File: src/rtl/uart_slave_pkg.sv
// uart_slave_pkg: constants and helpers shared by the UART slave and its
// serial sub-modules.
//   - word-address decode values for the two registers (only Addr[0] decoded)
//   - STATUS register bit positions
//   - 2-bit state encoding shared by the TX and RX state machines
//   - default clock-cycles-per-bit (115200 baud at 100 MHz)
//   - STATUS packing and flag-update helpers
package uart_slave_pkg;

  localparam int WORD_ADDR_BUS = 30;
  localparam int WORD_DATA_BUS = 32;

  localparam logic UART_ADDR_STATUS = 1'b0;
  localparam logic UART_ADDR_DATA   = 1'b1;

  localparam int STAT_RX_INTR   = 0;
  localparam int STAT_TX_INTR   = 1;
  localparam int STAT_RX_BUSY   = 2;
  localparam int STAT_TX_BUSY   = 3;
  localparam int STAT_FRAME_ERR = 4;
  localparam int STAT_OVERRUN   = 5;
  localparam int STAT_FIFO_FULL = 6;

  localparam logic [15:0] UART_DIV_RATE = 16'd868;

  localparam int UART_FIFO_DEPTH = 4;

  typedef enum logic [1:0] {
    UART_STATE_IDLE  = 2'd0,
    UART_STATE_START = 2'd1,
    UART_STATE_DATA  = 2'd2,
    UART_STATE_STOP  = 2'd3
  } uartState_e;

  // Sticky flag update: a hardware set in the same cycle as a software
  // clear wins.
  function automatic logic nextFlag(input logic cur, input logic set,
                                    input logic clr);
    return set | (cur & ~clr);
  endfunction

  function automatic logic [WORD_DATA_BUS-1:0] packStatus(
      input logic rxIntr, input logic txIntr, input logic rxBusy,
      input logic txBusy, input logic frameErr, input logic overrun,
      input logic fifoFull);
    logic [WORD_DATA_BUS-1:0] s;
    s                 = '0;
    s[STAT_RX_INTR]   = rxIntr;
    s[STAT_TX_INTR]   = txIntr;
    s[STAT_RX_BUSY]   = rxBusy;
    s[STAT_TX_BUSY]   = txBusy;
    s[STAT_FRAME_ERR] = frameErr;
    s[STAT_OVERRUN]   = overrun;
    s[STAT_FIFO_FULL] = fifoFull;
    return s;
  endfunction

endpackage

File: src/rtl/uart_rx.sv
// uart_rx: 8N1 deserialiser with input synchroniser and its own baud counter.
// Ports:
//   clk, reset_   system clock, synchronous active-high reset
//   uartRx        asynchronous serial input
//   busy          frame in progress
//   done          single-cycle strobe at the middle of the stop bit
//   rxByte        assembled byte, valid while done is high
//   stopBit       sampled stop-bit level, valid while done is high
module uart_rx
  import uart_slave_pkg::*;
#(
  parameter logic [15:0] DIV_RATE = UART_DIV_RATE,
  parameter int          DATA_W   = 8
) (
  input  logic              clk,
  input  logic              reset_,
  input  logic              uartRx,
  output logic              busy,
  output logic              done,
  output logic [DATA_W-1:0] rxByte,
  output logic              stopBit
);

  localparam int CNT_W = $clog2(DIV_RATE);
  localparam int BIT_W = $clog2(DATA_W);
  localparam logic [CNT_W-1:0] BAUD_LAST = CNT_W'(DIV_RATE - 16'd1);
  localparam logic [CNT_W-1:0] HALF_LAST = CNT_W'((DIV_RATE / 16'd2) - 16'd1);
  localparam logic [BIT_W-1:0] BIT_LAST  = BIT_W'(DATA_W - 1);

  uartState_e        state;
  logic [CNT_W-1:0]  baudCnt;
  logic [BIT_W-1:0]  bitCnt;
  logic [DATA_W-1:0] shiftReg;
  logic              syncMeta;
  logic              rxSync;
  logic              rxPrev;
  logic              baudEnd;

  assign baudEnd = (baudCnt == BAUD_LAST);
  assign busy    = (state != UART_STATE_IDLE);
  assign done    = (state == UART_STATE_STOP) && baudEnd;
  assign rxByte  = shiftReg;
  assign stopBit = rxSync;

  // Two-flop synchroniser plus one delayed copy for falling-edge detection;
  // all reset to the idle (high) line level so reset never looks like a
  // start bit.
  always_ff @(posedge clk) begin
    if (reset_) begin
      syncMeta <= 1'b1;
      rxSync   <= 1'b1;
      rxPrev   <= 1'b1;
    end else begin
      syncMeta <= uartRx;
      rxSync   <= syncMeta;
      rxPrev   <= rxSync;
    end
  end

  // START only waits half a bit, re-checks the line and then restarts the
  // counter, so every later sample lands in the middle of its bit.
  always_ff @(posedge clk) begin
    if (reset_) begin
      state   <= UART_STATE_IDLE;
      baudCnt <= '0;
      bitCnt  <= '0;
    end else begin
      case (state)
        UART_STATE_IDLE: begin
          if (rxPrev && !rxSync) begin
            state   <= UART_STATE_START;
            baudCnt <= '0;
          end
        end
        UART_STATE_START: begin
          if (baudCnt == HALF_LAST) begin
            baudCnt <= '0;
            bitCnt  <= '0;
            state   <= rxSync ? UART_STATE_IDLE : UART_STATE_DATA;
          end else begin
            baudCnt <= baudCnt + 1'b1;
          end
        end
        UART_STATE_DATA: begin
          if (baudEnd) begin
            baudCnt <= '0;
            if (bitCnt == BIT_LAST) begin
              state <= UART_STATE_STOP;
            end else begin
              bitCnt <= bitCnt + 1'b1;
            end
          end else begin
            baudCnt <= baudCnt + 1'b1;
          end
        end
        UART_STATE_STOP: begin
          if (baudEnd) begin
            state   <= UART_STATE_IDLE;
            baudCnt <= '0;
          end else begin
            baudCnt <= baudCnt + 1'b1;
          end
        end
        default: state <= UART_STATE_IDLE;
      endcase
    end
  end

  // LSB arrives first, so shift in from the top.
  always_ff @(posedge clk) begin
    if ((state == UART_STATE_DATA) && baudEnd) begin
      shiftReg <= {rxSync, shiftReg[DATA_W-1:1]};
    end
  end

endmodule

File: src/rtl/uart_tx.sv
// uart_tx: 8N1 serialiser with its own baud counter.
// Ports:
//   clk, reset_   system clock, synchronous active-high reset
//   start         load request; honoured only while idle
//   txByte        byte to send (LSB first)
//   uartTx        registered serial output, idle high
//   busy          frame in progress
//   done          single-cycle strobe on the last cycle of the stop bit
module uart_tx
  import uart_slave_pkg::*;
#(
  parameter logic [15:0] DIV_RATE = UART_DIV_RATE,
  parameter int          DATA_W   = 8
) (
  input  logic              clk,
  input  logic              reset_,
  input  logic              start,
  input  logic [DATA_W-1:0] txByte,
  output logic              uartTx,
  output logic              busy,
  output logic              done
);

  localparam int CNT_W = $clog2(DIV_RATE);
  localparam int BIT_W = $clog2(DATA_W);
  localparam logic [CNT_W-1:0] BAUD_LAST = CNT_W'(DIV_RATE - 16'd1);
  localparam logic [BIT_W-1:0] BIT_LAST  = BIT_W'(DATA_W - 1);

  uartState_e        state;
  logic [CNT_W-1:0]  baudCnt;
  logic [BIT_W-1:0]  bitCnt;
  logic [DATA_W-1:0] shiftReg;
  logic              baudEnd;

  assign baudEnd = (baudCnt == BAUD_LAST);
  assign busy    = (state != UART_STATE_IDLE);
  assign done    = (state == UART_STATE_STOP) && baudEnd;

  // The output bit is registered alongside the state so the line changes on
  // the same edge as the state transition; while in DATA the next bit to
  // drive is shiftReg[1] because the shift happens on that same edge.
  always_ff @(posedge clk) begin
    if (reset_) begin
      state   <= UART_STATE_IDLE;
      baudCnt <= '0;
      bitCnt  <= '0;
      uartTx  <= 1'b1;
    end else begin
      case (state)
        UART_STATE_IDLE: begin
          if (start) begin
            state   <= UART_STATE_START;
            baudCnt <= '0;
            uartTx  <= 1'b0;
          end
        end
        UART_STATE_START: begin
          if (baudEnd) begin
            state   <= UART_STATE_DATA;
            baudCnt <= '0;
            bitCnt  <= '0;
            uartTx  <= shiftReg[0];
          end else begin
            baudCnt <= baudCnt + 1'b1;
          end
        end
        UART_STATE_DATA: begin
          if (baudEnd) begin
            baudCnt <= '0;
            if (bitCnt == BIT_LAST) begin
              state  <= UART_STATE_STOP;
              uartTx <= 1'b1;
            end else begin
              bitCnt <= bitCnt + 1'b1;
              uartTx <= shiftReg[1];
            end
          end else begin
            baudCnt <= baudCnt + 1'b1;
          end
        end
        UART_STATE_STOP: begin
          if (baudEnd) begin
            state   <= UART_STATE_IDLE;
            baudCnt <= '0;
          end else begin
            baudCnt <= baudCnt + 1'b1;
          end
        end
        default: state <= UART_STATE_IDLE;
      endcase
    end
  end

  // Byte is only captured from idle, so a write during a frame cannot
  // disturb the bits still to be sent.
  always_ff @(posedge clk) begin
    if ((state == UART_STATE_IDLE) && start) begin
      shiftReg <= txByte;
    end else if ((state == UART_STATE_DATA) && baudEnd) begin
      shiftReg <= shiftReg >> 1;
    end
  end

endmodule

File: src/rtl/uart_slave.sv
// uart_slave: memory-mapped UART peripheral for one slave slot of the bus.
// Registers (word address, Addr[0]):
//   0 STATUS  [0] rx_intr [1] tx_intr [2] rx_busy [3] tx_busy
//             [4] frame_err [5] overrun [6] fifo_full (FIFO build only)
//             write 0 to bits 0/1/4/5 to clear; bits 2/3 read-only
//   1 DATA    read: received byte; write: byte to transmit
// Ports:
//   clk, reset_       system clock, synchronous active-high reset
//   CS_, As_, RW      active-low select and strobe, 1 = read
//   Addr, WrData      word address and write data
//   RdData, Rdy_      registered response, one cycle after the access
//   IrqRx, IrqTx      level interrupts (rx_intr / tx_intr)
//   UartRX, UartTX    serial input (asynchronous) and output (idle high)
// Build option: define UART_RX_FIFO_EN to place a 4-entry receive FIFO
// behind DATA; rx_intr then means "FIFO not empty".
module uart_slave
  import uart_slave_pkg::*;
#(
  parameter logic [15:0] DIV_RATE = UART_DIV_RATE,
  parameter int          DATA_W   = 8
) (
  input  logic                     clk,
  input  logic                     reset_,
  input  logic                     CS_,
  input  logic                     As_,
  input  logic                     RW,
  input  logic [WORD_ADDR_BUS-1:0] Addr,
  input  logic [WORD_DATA_BUS-1:0] WrData,
  output logic [WORD_DATA_BUS-1:0] RdData,
  output logic                     Rdy_,
  output logic                     IrqRx,
  output logic                     IrqTx,
  input  logic                     UartRX,
  output logic                     UartTX
);

  logic                     access;
  logic                     isData;
  logic                     wrStatus;
  logic                     wrData;
  logic                     rdData;
  logic                     txBusy;
  logic                     txDone;
  logic                     rxBusy;
  logic                     rxDone;
  logic [DATA_W-1:0]        rxByte;
  logic                     rxStopBit;
  logic                     rxIntr;
  logic                     txIntr;
  logic                     frameErr;
  logic                     overrun;
  logic                     overrunSet;
  logic                     fifoFull;
  logic [DATA_W-1:0]        dataRead;
  logic [WORD_DATA_BUS-1:0] readMux;
  logic                     unusedBits;

  assign access   = !CS_ && !As_;
  assign isData   = (Addr[0] == UART_ADDR_DATA);
  assign wrStatus = access && !RW && !isData;
  assign wrData   = access && !RW && isData;
  assign rdData   = access && RW && isData;

  assign unusedBits = ^{Addr[WORD_ADDR_BUS-1:1], WrData[WORD_DATA_BUS-1:DATA_W]};

  uart_tx #(
    .DIV_RATE(DIV_RATE),
    .DATA_W  (DATA_W)
  ) txInst (
    .clk   (clk),
    .reset_(reset_),
    .start (wrData),
    .txByte(WrData[DATA_W-1:0]),
    .uartTx(UartTX),
    .busy  (txBusy),
    .done  (txDone)
  );

  uart_rx #(
    .DIV_RATE(DIV_RATE),
    .DATA_W  (DATA_W)
  ) rxInst (
    .clk    (clk),
    .reset_ (reset_),
    .uartRx (UartRX),
    .busy   (rxBusy),
    .done   (rxDone),
    .rxByte (rxByte),
    .stopBit(rxStopBit)
  );

`ifdef UART_RX_FIFO_EN
  localparam int PTR_W = $clog2(UART_FIFO_DEPTH);

  logic [DATA_W-1:0] fifoMem [UART_FIFO_DEPTH];
  logic [PTR_W-1:0]  wrPtr;
  logic [PTR_W-1:0]  rdPtr;
  logic [PTR_W:0]    fifoCnt;
  logic              fifoEmpty;
  logic              push;
  logic              pop;

  assign fifoFull   = (fifoCnt == (PTR_W + 1)'(UART_FIFO_DEPTH));
  assign fifoEmpty  = (fifoCnt == '0);
  assign push       = rxDone && !fifoFull;
  assign pop        = rdData && !fifoEmpty;
  // A byte completing into a full FIFO is dropped and flagged.
  assign overrunSet = rxDone && fifoFull;
  assign rxIntr     = !fifoEmpty;
  assign dataRead   = fifoEmpty ? '0 : fifoMem[rdPtr];

  always_ff @(posedge clk) begin
    if (reset_) begin
      wrPtr   <= '0;
      rdPtr   <= '0;
      fifoCnt <= '0;
    end else begin
      if (push) wrPtr <= wrPtr + 1'b1;
      if (pop)  rdPtr <= rdPtr + 1'b1;
      case ({push, pop})
        2'b10:   fifoCnt <= fifoCnt + 1'b1;
        2'b01:   fifoCnt <= fifoCnt - 1'b1;
        default: fifoCnt <= fifoCnt;
      endcase
    end
  end

  always_ff @(posedge clk) begin
    if (push) fifoMem[wrPtr] <= rxByte;
  end
`else
  logic              rxIntrReg;
  logic [DATA_W-1:0] rxData;

  assign fifoFull   = 1'b0;
  // The new byte always overwrites; overrun records that the old one was
  // never acknowledged.
  assign overrunSet = rxDone && rxIntrReg;
  assign rxIntr     = rxIntrReg;
  assign dataRead   = rxData;

  always_ff @(posedge clk) begin
    if (reset_) begin
      rxIntrReg <= 1'b0;
    end else begin
      rxIntrReg <= nextFlag(rxIntrReg, rxDone, wrStatus && !WrData[STAT_RX_INTR]);
    end
  end

  always_ff @(posedge clk) begin
    if (rxDone) rxData <= rxByte;
  end
`endif

  always_ff @(posedge clk) begin
    if (reset_) begin
      txIntr   <= 1'b0;
      frameErr <= 1'b0;
      overrun  <= 1'b0;
    end else begin
      txIntr   <= nextFlag(txIntr, txDone, wrStatus && !WrData[STAT_TX_INTR]);
      frameErr <= nextFlag(frameErr, rxDone && !rxStopBit,
                           wrStatus && !WrData[STAT_FRAME_ERR]);
      overrun  <= nextFlag(overrun, overrunSet, wrStatus && !WrData[STAT_OVERRUN]);
    end
  end

  always_comb begin
    readMux = '0;
    if (isData) begin
      readMux = WORD_DATA_BUS'(dataRead);
    end else begin
      readMux = packStatus(rxIntr, txIntr, rxBusy, txBusy, frameErr, overrun,
                           fifoFull);
    end
  end

  // Bus response: every valid access is acknowledged on the following
  // cycle; writes acknowledge with zero data.
  always_ff @(posedge clk) begin
    if (reset_) begin
      Rdy_   <= 1'b1;
      RdData <= '0;
    end else begin
      Rdy_   <= !access;
      RdData <= (access && RW) ? readMux : '0;
    end
  end

  assign IrqRx = rxIntr;
  assign IrqTx = txIntr;

endmodule

File: config.mk
export PLATFORM = sky130hd
export DESIGN_NAME = uart_slave
export DESIGN_NICKNAME = d
export VERILOG_FILES = /design/src/rtl/uart_slave_pkg.sv /design/src/rtl/uart_rx.sv /design/src/rtl/uart_tx.sv /design/src/rtl/uart_slave.sv
export SDC_FILE = /design/constraint.sdc
export NUM_CORES = 1
export LEC_CHECK = 0
export CAP_MARGIN = 30
export CELL_PAD_IN_SITES_DETAIL_PLACEMENT = 1
export CELL_PAD_IN_SITES_GLOBAL_PLACEMENT = 1
export CORE_UTILIZATION = 47
export CTS_CLUSTER_DIAMETER = 80
export CTS_CLUSTER_SIZE = 10
export DETAILED_ROUTE_END_ITERATION = 10
export DONT_BUFFER_PORTS = 1
export GPL_TIMING_DRIVEN = 0
export PLACE_DENSITY_LB_ADDON = 0.05
export RECOVER_POWER = 100
export SKIP_LAST_GASP = 1
export SLEW_MARGIN = 10
export SYNTH_ARGS = -nofsm -noshare
export SYNTH_HDL_FRONTEND = slang
export SYNTH_SLANG_ARGS = --single-unit
export TNS_END_PERCENT = 1
File: constraint.sdc
create_clock -name clk -period 2.35 [get_ports clk]
set_input_delay 0.235 -clock clk [delete_from_list [all_inputs] [get_ports clk]]
set_output_delay 0.235 -clock clk [all_outputs]
set_load 0.02 [all_outputs]
# ---- Word level (Yosys, flattened, before mapping)
# Index checks and enable logic that the tools add are counted.
dict set report classes {
  n_addsub 4
  n_eq_ne 23
  mux 36
  bitwise 14
  reduce_logical 44
}
# operator n
set ops {}
lappend ops {{$mux 10} 5}
lappend ops {{$pmux 10 s3} 1}
lappend ops {{$mux 2} 11}
lappend ops {{$add 10x1->10 const B} 2}
lappend ops {{$eq 10x10->1 const B} 2}
lappend ops {{$ne 2x1->1 const B} 10}
lappend ops {{$pmux 10 s2} 1}
lappend ops {{$mux 3} 6}
lappend ops {{$logic_and 1x1->1} 17}
lappend ops {{$mux 8} 2}
lappend ops {{$pmux 2 s4} 2}
lappend ops {{$pmux 3 s2} 2}
lappend ops {{$reduce_and 4->1} 3}
lappend ops {{$eq 10x9->1 const B} 1}
lappend ops {{$logic_not 1->1} 10}
lappend ops {{$reduce_and 5->1} 2}
lappend ops {{$reduce_bool 2->1} 5}
lappend ops {{$eq 2x2->1 const B} 4}
lappend ops {{$add 3x1->3 const B} 2}
lappend ops {{$eq 3x3->1 const B} 2}
lappend ops {{$mux 6} 1}
lappend ops {{$not 1->1} 6}
lappend ops {{$reduce_or 3->1} 2}
lappend ops {{$and 1x1->1} 4}
lappend ops {{8 further kinds} 18}
dict set report totals {
  ff_bits 95
  wordCells 141
}

# ---- Longest topological paths before layout
dict set report logic_depth {
  word_depth 8
  depth_mapped 7
  mapped_depth_nobuf 6
}

# ---- Modules after synthesis
# A second synthesis with hierarchy kept.
dict set report hier_totals {
  cells_unflattened 321
  area_unflattened_um2 3409.5
}
# mod instances cells_per_inst area_per_inst_um2 seq_area_each_um2
set by_module_without_submodules {}
lappend by_module_without_submodules {uart_tx 1 120 1312.5 560.5}
lappend by_module_without_submodules {uart_rx 1 121 1213.7 600.6}
lappend by_module_without_submodules {uart_slave 1 80 883.3 500.5}

# ---- Worst setup path before layout
# No wires, ideal clock.
dict set report synth_path {
  path_kind {register -> register}
  from {reg txInst.baudCnt[0]}
  to {reg txInst.shiftReg[0] (enable)}
  arrival_time_ns 1.631
  t_required_ns 1.966
  slack_ns 0.335
  stages_incl_launch_ff 5
  n_path_buf 0
  path_cell_list {dfxtp_1 > ha_1 > nor4bb_4 > nand3_2 > o21ai_0}
}
dict set report synth_between {
  elab_chain_cells 3
}
# element line
set synth_lines {}
lappend synth_lines {{start: declaration} uart_tx.sv:30} ;# logic [CNT_W-1:0] baudCnt;
lappend synth_lines {{start signal: assignment} uart_tx.sv:64} ;# baudCnt <= baudCnt + 1'b1;
lappend synth_lines {{start signal: assignment} uart_tx.sv:78} ;# baudCnt <= baudCnt + 1'b1;
lappend synth_lines {{start signal: assignment} uart_tx.sv:86} ;# baudCnt <= baudCnt + 1'b1;
lappend synth_lines {{$eq 10x10->1} uart_tx.sv:35} ;# assign baudEnd = (baudCnt == BAUD_LAST);
lappend synth_lines {{$logic_and 1x1->1} uart_tx.sv:99} ;# end else if ((state == UART_STATE_DATA) && baudEnd) begin
lappend synth_lines {{$reduce_bool 2->1 (no source line)} --}
lappend synth_lines {{end signal: assignment} uart_tx.sv:98} ;# shiftReg <= txByte;
lappend synth_lines {{end signal: assignment} uart_tx.sv:100} ;# shiftReg <= shiftReg >> 1;
lappend synth_lines {{end: declaration} uart_tx.sv:32} ;# logic [DATA_W-1:0] shiftReg;
# Every way passes these cells.
# A chain may end at the register's enable or synchronous reset.

# ---- Final worst setup path
dict set report layout_path {
  from {reg rxInst.baudCnt[0]}
  to {reg rxInst.shiftReg[1] (netlist: rxInst.rxByte[1]) (enable)}
}
dict set report layout_between {
  elab_chain_cells 2
}
# element line
set layout_lines {}
lappend layout_lines {{start: declaration} uart_rx.sv:31} ;# logic [CNT_W-1:0] baudCnt;
lappend layout_lines {{start signal: assignment} uart_rx.sv:81} ;# baudCnt <= baudCnt + 1'b1;
lappend layout_lines {{start signal: assignment} uart_rx.sv:93} ;# baudCnt <= baudCnt + 1'b1;
lappend layout_lines {{start signal: assignment} uart_rx.sv:101} ;# baudCnt <= baudCnt + 1'b1;
lappend layout_lines {{$eq 10x10->1} uart_rx.sv:39} ;# assign baudEnd = (baudCnt == BAUD_LAST);
lappend layout_lines {{$logic_and 1x1->1} uart_rx.sv:111} ;# if ((state == UART_STATE_DATA) && baudEnd) begin
lappend layout_lines {{end signal: assignment} uart_rx.sv:112} ;# shiftReg <= {rxSync, shiftReg[DATA_W-1:1]};
lappend layout_lines {{end: declaration} uart_rx.sv:33} ;# logic [DATA_W-1:0] shiftReg;
# Every way passes these cells.

==> results_dict.tcl <==
set metrics [dict create \
    start_kind "register" \
    leakage_uw 0.001492 \
    initial_utilization_pct 48.23 \
    switching_power_uw 949.5 \
    crit-reg2reg-launch "rxInst.baudCnt[0]" \
    cts_buffers 9 \
    synth_top_area_share_pct 27.04 \
    yosysUniqueCellTypes 60 \
    worst_clock_skew_ns 0.01307 \
    area_growth_pct 12.23 \
    firstDrtPassIters 4 \
    status "finished clean" \
    viasPerCell 5.486 \
    cts.sinks 71 \
    synthArstFlopShare_pct 0 \
    period_share_pct 90.87 \
    die-area_um2 7751 \
    drc 0 \
    io_buffers 0 \
    coreArea_um2 7214 \
    hold_viol 0 \
    cts_tree "yes" \
    post-route-cell-area_um2 3905 \
    netlist_instances 343 \
    synth_edf_count 24 \
    die_w_um 88.04 \
    worst_pin_slew_ns 0.9047 \
    yosysSeqAreaShare_pct 47.75 \
    clock_path_buffers 2 \
    setup_viol 0 \
    placed_cell_area_um2 3690 \
    dp.cells 465 \
    p_seq_share_pct 47.7 \
    ys.flop_type "dfxtp_1" \
    cp_cell_sequence "ha_1 > and4bb_1 > nand3_1 > nor2_1" \
    cts.reportedPaths.clkPinSlew_ns 0.09 \
    required_ns 2.33 \
    p_int_uw 1934 \
    fin_nets 461 \
    grt_overflow_total 0 \
    ctsHtreeMaxLevel 3 \
    diodes 0 \
    vias 2655 \
    synth_common_cells "dfxtp_1 (47), nand2_1 (32), buf_4 (24), edfxtp_1 (24), nor2_1 (20)" \
    drtIter0Drc 87 \
    swShare_pct 32.92 \
    ant_nets 0 \
    ff2ff_setup_slack_ns 0.21 \
    netlist_area_um2 3480 \
    slowest_delay_ns 0.59 \
    cts_setup_buffers 0 \
    critical-path-top-delay-family "simple AND/OR/NAND/NOR gates" \
    wirelength_mm 7.838 \
    p_comb_share_pct 19.8 \
    drive_gt1_share_pct 18.96 \
    gp_congestion 0.8197 \
    r2r_cells 4 \
    vdd_drop_max_mv 0.3337 \
    worst_slew_margin_rel_pct 39.15 \
    fin_crit_ns 2.135 \
    r2r-end "rxInst.rxByte[1]" \
    hold_start "WrData[4]" \
    antenna_found_initial 0 \
    end_kind "register" \
    p_clk_share_pct 32.5 \
    cp_num_cells 4 \
    clk_latency_ns 0.35 \
    path_max_fanout 8 \
    dieHeight_um 88.04 \
    dpl.hpwl_mm 5.798 \
    worstHoldPathType "input pin to register" \
    synthTopCellsByArea "dfxtp_1 (27%), edfxtp_1 (21%), buf_4 (5.2%), ha_1 (4.7%), nand2_1 (3.5%)" \
    synth_most_common_cell "dfxtp_1" \
    ys_seq_elements 71 \
    pre_cts_slack_ns -0.03681 \
    grt_pass1_vias 2621 \
    yosysTopAreaCell "dfxtp_1" \
    grt_use_total_pct 21.34 \
    cts_root_buf "clkbuf_8" \
    cp_num_buf_inv 0 \
    slew_viol_final 0 \
    whs_path_depth 1 \
    yosysWarnings 0 \
    slowest_stage "nor2_1" \
    p_per_area_nw_per_um2 738.5 \
    critPathArrivalTime_ns 2.11 \
    setup_ws_ns 0.2146 \
    num_rows 31 \
    wire_per_inst_um 16.19 \
    stdcell_count 484 \
    drv_cap 0 \
    rsz0062_at_grt "false" \
    grt_max_degree 16 \
    finalSetupTns_ns 0 \
    crit_type "register to register" \
    grt_pass1_wl_mm 12.58 \
    worstHoldEndpoint "txInst.shiftReg[4]" \
    total_power_uw 2884 \
    max_freq_mhz 468.3 \
    num_io_pins 104 \
    syn_area_per_cell_um2 10.14 \
]
logic make-up (layout without fill, tap and decap cells):
kind of cell | count (synthesis) | in the layout | synth area share (%)
xor gates and xnor gates | 2 | 2 | 0.5035
muxes | 17 | 17 | 5.142
buffers and inverters | 50 | 69 | 8.414
adders and majority gates | 13 | 13 | 4.675
and+or+nand+nor | 114 | 114 | 18.16
AOI/OAI and AO/OA | 75 | 75 | 15.25
DFF | 71 | 71 | 47.75
other | 1 | 24 | 0.1078
layout by cell type, fill, tap and decap left out, types with 4 or more instances in the layout:
cell and n:
dfxtp_1 47, nand2_1 32, buf_4 24, conb_1 24, edfxtp_1 24, nor2_1 20
a21oi_1 16, o21ai_0 15, nand3_1 14, ha_1 13, inv_1 12, mux2i_1 10
clkbuf_8 9, mux2_2 7, nand4_1 7, buf_2 6, clkbuf_1 6, nor3_1 6
a31oi_1 5, a311oi_1 5, and2_1 4, and3_1 4, a41oi_1 4
what timing repair did:
| item | CTS | global route |
|---|---|---|
| endpoints found under the hold margin | 2 | 0 |
| gates resized for setup | 2 | 1 |
| setup endpoints to repair | 8 | 8 |
| gates cloned | 0 | 0 |
| hold buffers | 3 | 0 |
sequential cells by signal (all words and copies together), names as in the netlist, named ones only:
register         cells
IrqRx                1
IrqTx                1
RdData               8
Rdy_                 1
dataRead             8
frameErr             1
overrun              1
rxInst.baudCnt      10
rxInst.bitCnt        3
rxInst.rxByte        8
rxInst.rxPrev        1
rxInst.state         1
rxInst.stopBit       1
rxInst.syncMeta      1
txInst.baudCnt      10
txInst.bitCnt        3
txInst.shiftReg      8
txInst.state         2
txInst.uartTx        1
metal layers:
| metal | vias to the layer above | GRT usage, % | routed length, um |
|---|---|---|---|
| li1 | 1289 | - | - |
| met1 | 1308 | 25.37 | 3510 |
| met2 | 47 | 37.77 | 3944 |
| met3 | 11 | 3.582 | 262 |
| met4 | 0 | 9.531 | 120 |
| met5 | - | 0 | 0 |
worst max-delay path by stage:
stage,startpoint,to,slack (ns)
2_1_floorplan,txInst.baudCnt[0],txInst.shiftReg[0],0.34
3_3_place_gp,txInst.state[0],txInst.shiftReg[5],0.006
3_5_place_dp,txInst.baudCnt[0],txInst.shiftReg[4],-0.04
4_1_cts,txInst.state[0],txInst.shiftReg[5],0.17
5_1_grt,rxInst.baudCnt[0],rxInst.rxByte[1],0.06
6_report,rxInst.baudCnt[0],rxInst.rxByte[1],0.21
worst register-to-register path, cell delays in order, from the launching register on:
cell and delay [ns]:
dfxtp_1 0.43, ha_1 0.24, and4bb_1 0.38, nand3_1 0.12
nor2_1 0.59
stage by stage:
| stage | util (%) | hold slack (ns) |
|---|---|---|
| after floorplan | - | 0.3388 |
| after global routing | 54.13 | 0.09026 |
| after detailed placement | 51.14 | 0.3444 |
| after CTS | 54.18 | 0.09426 |
| final | 54.13 | 0.1040 |
| after global placement | 51.14 | 0.3408 |
cell type report:
type                            instances  area, um2
Clock inverter                          7      61.31
Sequential cell                        71       1662
Clock buffer                            9      123.9
Multi-Input combinational cell        245       1612
Buffer                                 37      244.0
Fill cell                             847       3309
Inverter                               13      48.80
Timing Repair Buffer                    3      30.03
Tap cell                               99      123.9
power by group through the flow:
stage | sequential, uW | clock [uW] | combinational [uW]
6_report | 1370 | 937 | 572
5_1_grt | 1380 | 992 | 647
4_1_cts | 1380 | 952 | 574
3_5_place_dp | 1400 | 0 | 564
3_3_place_gp | 1400 | 0 | 547
2_1_floorplan | 1390 | 0 | 441
Note: power is estimated with default switching activity, not from simulation.
==> variant 1, RTL diff (same flow settings) <==
Register the output `IrqRx`, cleared by the reset; this adds one clock of latency there. The other outputs are not delayed to match.
--- a/src/rtl/uart_slave.sv
+++ b/src/rtl/uart_slave.sv
@@ -189,3 +189,9 @@
 
-  assign IrqRx = rxIntr;
+  always_ff @(posedge clk) begin
+    if (reset_) begin
+      IrqRx <= '0;
+    end else begin
+      IrqRx <= rxIntr;
+    end
+  end
   assign IrqTx = txIntr;
Behaviour: same outputs for any inputs over 10 cycles, from zero or initial values and one cycle with reset_ high; that may be too few to reach the edited logic, so the function may still have changed.
==> variant 1 against the unedited design <==
  * Worst setup slack better by 0.054 ns
  * Power up 4.5%
  * Cell area up 0.26%
  * Count of clock-buffer cells in the layout unchanged
  * Sequential cell count up 1
  * Core utilization up 1.9 points
  * Largest cell class unchanged
  * Sequential share of layout area up 0.40 points
  * First-iteration DRC count up 9.2%
  * Via count down 0.79%
  * Area after synthesis about the same
  * Combinational power down 3.7%
  * Highest routed layer unchanged
  * Routed wire length up 0.36%
==> variant 1: results (changes against the unedited design) <==
| Metric | Value |
|---|---|
| Placed cell area | 3680 um^2 (was 3690 um^2) |
| Drt initial violations | 95 (was 87) |
| Met1 usage | 0.268 (was 0.254) |
| Arrival @ worst endpoint | 2.06 ns (was 2.11 ns) |
| Hold_ws | 0.0998 ns (was 0.104 ns) |
| Vias per cell | 5.43 (was 5.49) |
| First-pass GRT wire length | 12500 um (was 12600 um) |
| Flop-to-flop setup slack | 0.27 ns (was 0.21 ns) |
| Post-cts hold buffer count | 1 (was 3) |
| Seq/Total Area, Yosys | 0.483 (was 0.478) |
| Post-CTS Resized | 0 (was 2) |
| Synth cell count leaders | dfxtp_1 (48), nand2_1 (28), nor2_1 (26) (was dfxtp_1 (47), nand2_1 (32), buf_4 (24), edfxtp_1 (24), nor2_1 (20)) |
| Area contributors post-synth | dfxtp_1 (28%), edfxtp_1 (21%), buf_4 (5.4%), ha_1 (4.3%), mux2_2 (3.2%) (was dfxtp_1 (27%), edfxtp_1 (21%), buf_4 (5.2%), ha_1 (4.7%), nand2_1 (3.5%)) |
| Largest net degree at the start of global routing | 14 (was 16) |
| Met3 wire length | 358 um (was 262 um) |
| FF-to-FF path depth | 5 (was 4) |
| Avg Inst Size Synth | 10.0 um^2 (was 10.1 um^2) |
| Routed wl met2 | 3840 um (was 3940 um) |
| R2R Path End | dataRead[5]$_DFFE_PP_ (was rxInst.rxByte[1]$_DFFE_PP_) |
| Post-Synth XOR/XNOR Area | 0 (was 0.00503) |
| Final Net Count | 464 (was 461) |
| DPL Wire Length | 5600 um (was 5800 um) |
| Hold Startpoint | WrData[0] (was WrData[4]) |
| Slew headroom | 0.453 (was 0.391) |
| Vias in the first global route | 2502 (was 2621) |
| Compound-cell area share of the yosys netlist | 0.155 (was 0.152) |
| Met3 Track Usage GR | 0.0650 (was 0.0358) |
| Layout cells sized above 1 | 0.175 (was 0.190) |
| Non-filler instance count after layout | 485 (was 484) |
| Routability cong. | 0.786 (was 0.820) |
| Outcome | finished, final reports clean (unchanged) |
| All-Layer GR Usage | 0.215 (was 0.213) |
| Setup WS pre-CTS | 0.304 ns (was -0.0368 ns) |
| WL/cell | 16.2 um (about the same) |
variant 1: cell types whose count changed after synthesis, sizes merged, moves of 4 or more:
cell / delta
a21oi: +6
mux2i: -4
nand2: -4
nand3: -4
nor2: +6
nor2b: +6
nor3: +5
o21ai: -4
variant 1: worst max path at each step:
| stage | to | slack, ns | cells after the start | startpoint |
|---|---|---|---|---|
| floorplan | dataRead[0]$_DFFE_PP_ | 0.65 | 5 | rxInst.baudCnt[0]$_SDFFE_PP0N_ |
| global placement | dataRead[3]$_DFFE_PP_ | 0.35 | 5 | rxInst.baudCnt[0]$_SDFFE_PP0N_ |
| detailed placement | rxInst.rxByte[7]$_DFFE_PP_ | 0.30 | 5 | rxInst.baudCnt[0]$_SDFFE_PP0N_ |
| CTS | rxInst.rxByte[3]$_DFFE_PP_ | 0.28 | 5 | rxInst.baudCnt[0]$_SDFFE_PP0N_ |
| global route | rxInst.baudCnt[6]$_SDFFE_PP0N_ | 0.08 | 7 | rxInst.baudCnt[1]$_SDFFE_PP0N_ |
| finish | dataRead[5]$_DFFE_PP_ | 0.27 | 5 | rxInst.baudCnt[0]$_SDFFE_PP0N_ |
variant 1: area by class of cell:
cell class	count	area, um^2
clock inverters	7	95.1
flip-flops and latches	72	1680
clock buffers	9	124
repair buffers	3	30.0
fillers	788	3070
plain buffers	39	267
multi-input cells	247	1550
inverters	12	45.0
well taps	96	120
variant 1: cells by family (layout without fill, tap and decap cells):
group,Yosys count,after routing
compound gates,78,78
mux,16,16
other cells,1,24
fa+ha+maj,12,12
buf+inv,51,70
flops,72,72
simple gates,117,117
variant 1: power by group:
group	switching [mW]	internal (mW)
clock network	0.492	0.599
logic	0.332	0.220
registers	0.0495	1.32
==> variant 2, RTL diff (same flow settings) <==
Without the edit above. `DATA_W` is set to 8 in 3 places; all go to 4.
--- a/src/rtl/uart_rx.sv
+++ b/src/rtl/uart_rx.sv
@@ -12,3 +12,3 @@
   parameter logic [15:0] DIV_RATE = UART_DIV_RATE,
-  parameter int          DATA_W   = 8
+  parameter int          DATA_W   = 4
 ) (
--- a/src/rtl/uart_tx.sv
+++ b/src/rtl/uart_tx.sv
@@ -12,3 +12,3 @@
   parameter logic [15:0] DIV_RATE = UART_DIV_RATE,
-  parameter int          DATA_W   = 8
+  parameter int          DATA_W   = 4
 ) (
--- a/src/rtl/uart_slave.sv
+++ b/src/rtl/uart_slave.sv
@@ -19,3 +19,3 @@
   parameter logic [15:0] DIV_RATE = UART_DIV_RATE,
-  parameter int          DATA_W   = 8
+  parameter int          DATA_W   = 4
 ) (
Behaviour: no difference found for any inputs over 10 cycles, from zero or initial values and one cycle with reset_ high; that may be too few to reach the edited logic, so the function may still have changed.
==> variant 2 against the unedited design <==
  * Area after synthesis shrank 14%
  * Cell area fell by 16%
  * Critical path depth increased by 2
  * Sequential cell count decreased by 16
  * Clock skew fell by 0.0036 ns
  * Power decreased by 24%
  * Hold slack worse by 0.078 ns
  * Worst setup slack gained 0.023 ns
  * Cell count fell by 7.9%
  * Routed wire length shrank 9.5%
  * Sequential power fell by 23%
  * Critical path type unchanged
==> variant 2: results (changes against the unedited design) <==
| Metric | Value |
|---|---|
| Layout cells sized above 1 | 0.143 (was 0.190) |
| Area contributors post-synth | dfxtp_1 (29%), edfxtp_1 (12%), buf_4 (6.5%), ha_1 (4.2%), nand2_1 (3.4%) (was dfxtp_1 (27%), edfxtp_1 (21%), buf_4 (5.2%), ha_1 (4.7%), nand2_1 (3.5%)) |
| Maximum vdd drop | 0.315 mV (was 0.334 mV) |
| Met2 Use GR | 0.393 (was 0.378) |
| Clock transition at path regs | 0.12 ns (was 0.09 ns) |
| Crit-path max FO | 10 (was 8) |
| Clk Latency, worst-skew pair | 0.32 ns (was 0.35 ns) |
| Power Density | 667 nW/um^2 (was 739 nW/um^2) |
| Max H-tree Level | 2 (was 3) |
| Via count | 2515 (was 2655) |
| Synth cell count leaders | dfxtp_1 (43), nand2_1 (27), buf_4 (26) (was dfxtp_1 (47), nand2_1 (32), buf_4 (24), edfxtp_1 (24), nor2_1 (20)) |
| All-Layer GR Usage | 0.226 (was 0.213) |
| Post-CTS Resized | 1 (was 2) |
| Drt initial violations | 105 (was 87) |
| Biggest regs | rxInst.baudCnt: 10 flops, txInst.baudCnt: 10 flops, RdData: 6 flops (was rxInst.baudCnt: 10 flops, txInst.baudCnt: 10 flops) |
| Met3 Track Usage GR | 0.0411 (was 0.0358) |
| Cells after synthesis | 338 (was 343) |
| Met3 wire length | 301 um (was 262 um) |
| First-pass GRT wire length | 11600 um (was 12600 um) |
| Non-filler instance count after layout | 446 (was 484) |
| Routability cong. | 0.815 (was 0.820) |
| Outcome | finished, final reports clean (unchanged) |
| Largest net degree at the start of global routing | 20 (was 16) |
| Wl on met1 | 3260 um (was 3510 um) |
| Placed cell area | 3180 um^2 (was 3690 um^2) |
| Arrival @ worst endpoint | 2.38 ns (was 2.11 ns) |
| Slew headroom | 0.457 (was 0.391) |
| Sequential power share | 0.480 (was 0.477) |
-- variant 2: worst max-delay path, cell delays in order, from the launching register on --
cell	delay, ns
dfxtp_1	0.37
ha_1	0.27
and3b_1	0.24
a31oi_1	0.43
clkbuf_1	0.41
o2111ai_1	0.21
nand3_1	0.14
-- variant 2: cells by family (layout without fill, tap and decap cells) --
logic type,after synthesis,after routing,synth area share
AO/OA/AOI/OAI,85,85,0.197
flip-flops,55,55,0.409
other,1,26,0.00126
AND/OR/NAND/NOR,121,121,0.214
multiplexers,6,6,0.0214
buffers and inverters,60,68,0.115
adder cells (fa/ha/maj),10,10,0.0419
-- variant 2: worst paths after layout --
| path | slack, ns | depth (start not counted) | to | from |
|---|---|---|---|---|
| hold reg to reg | 0.42 | 1 | rxInst.stopBit$_SDFF_PP1_ | rxInst.syncMeta$_SDFF_PP1_ |
| hold / removal | 0.03 | 1 | rxInst.syncMeta$_SDFF_PP1_ | UartRX |
| setup reg to reg | 0.24 | 6 | rxInst.baudCnt[7]$_SDFFE_PP0N_ | rxInst.baudCnt[0]$_SDFFE_PP0N_ |
| setup / recovery | 0.24 | 6 | rxInst.baudCnt[7]$_SDFFE_PP0N_ | rxInst.baudCnt[0]$_SDFFE_PP0N_ |
-- variant 2: cell type report --
type / instances / area [um^2]
inverter: 17 / 63.8
tap: 75 / 93.8
clock inverter: 3 / 25.0
clock buffer: 5 / 68.8
buffer: 43 / 279
fill: 735 / 2740
multi-input combinational: 248 / 1530
sequential: 55 / 1220
-- variant 2: stage by stage --
stage	worst slack [ns]	util
2_1_floorplan	0.422	-
3_3_place_gp	0.0312	0.526
3_5_place_dp	0.0167	0.527
4_1_cts	0.152	0.544
5_1_grt	0.0303	0.545
6_report	0.237	0.545
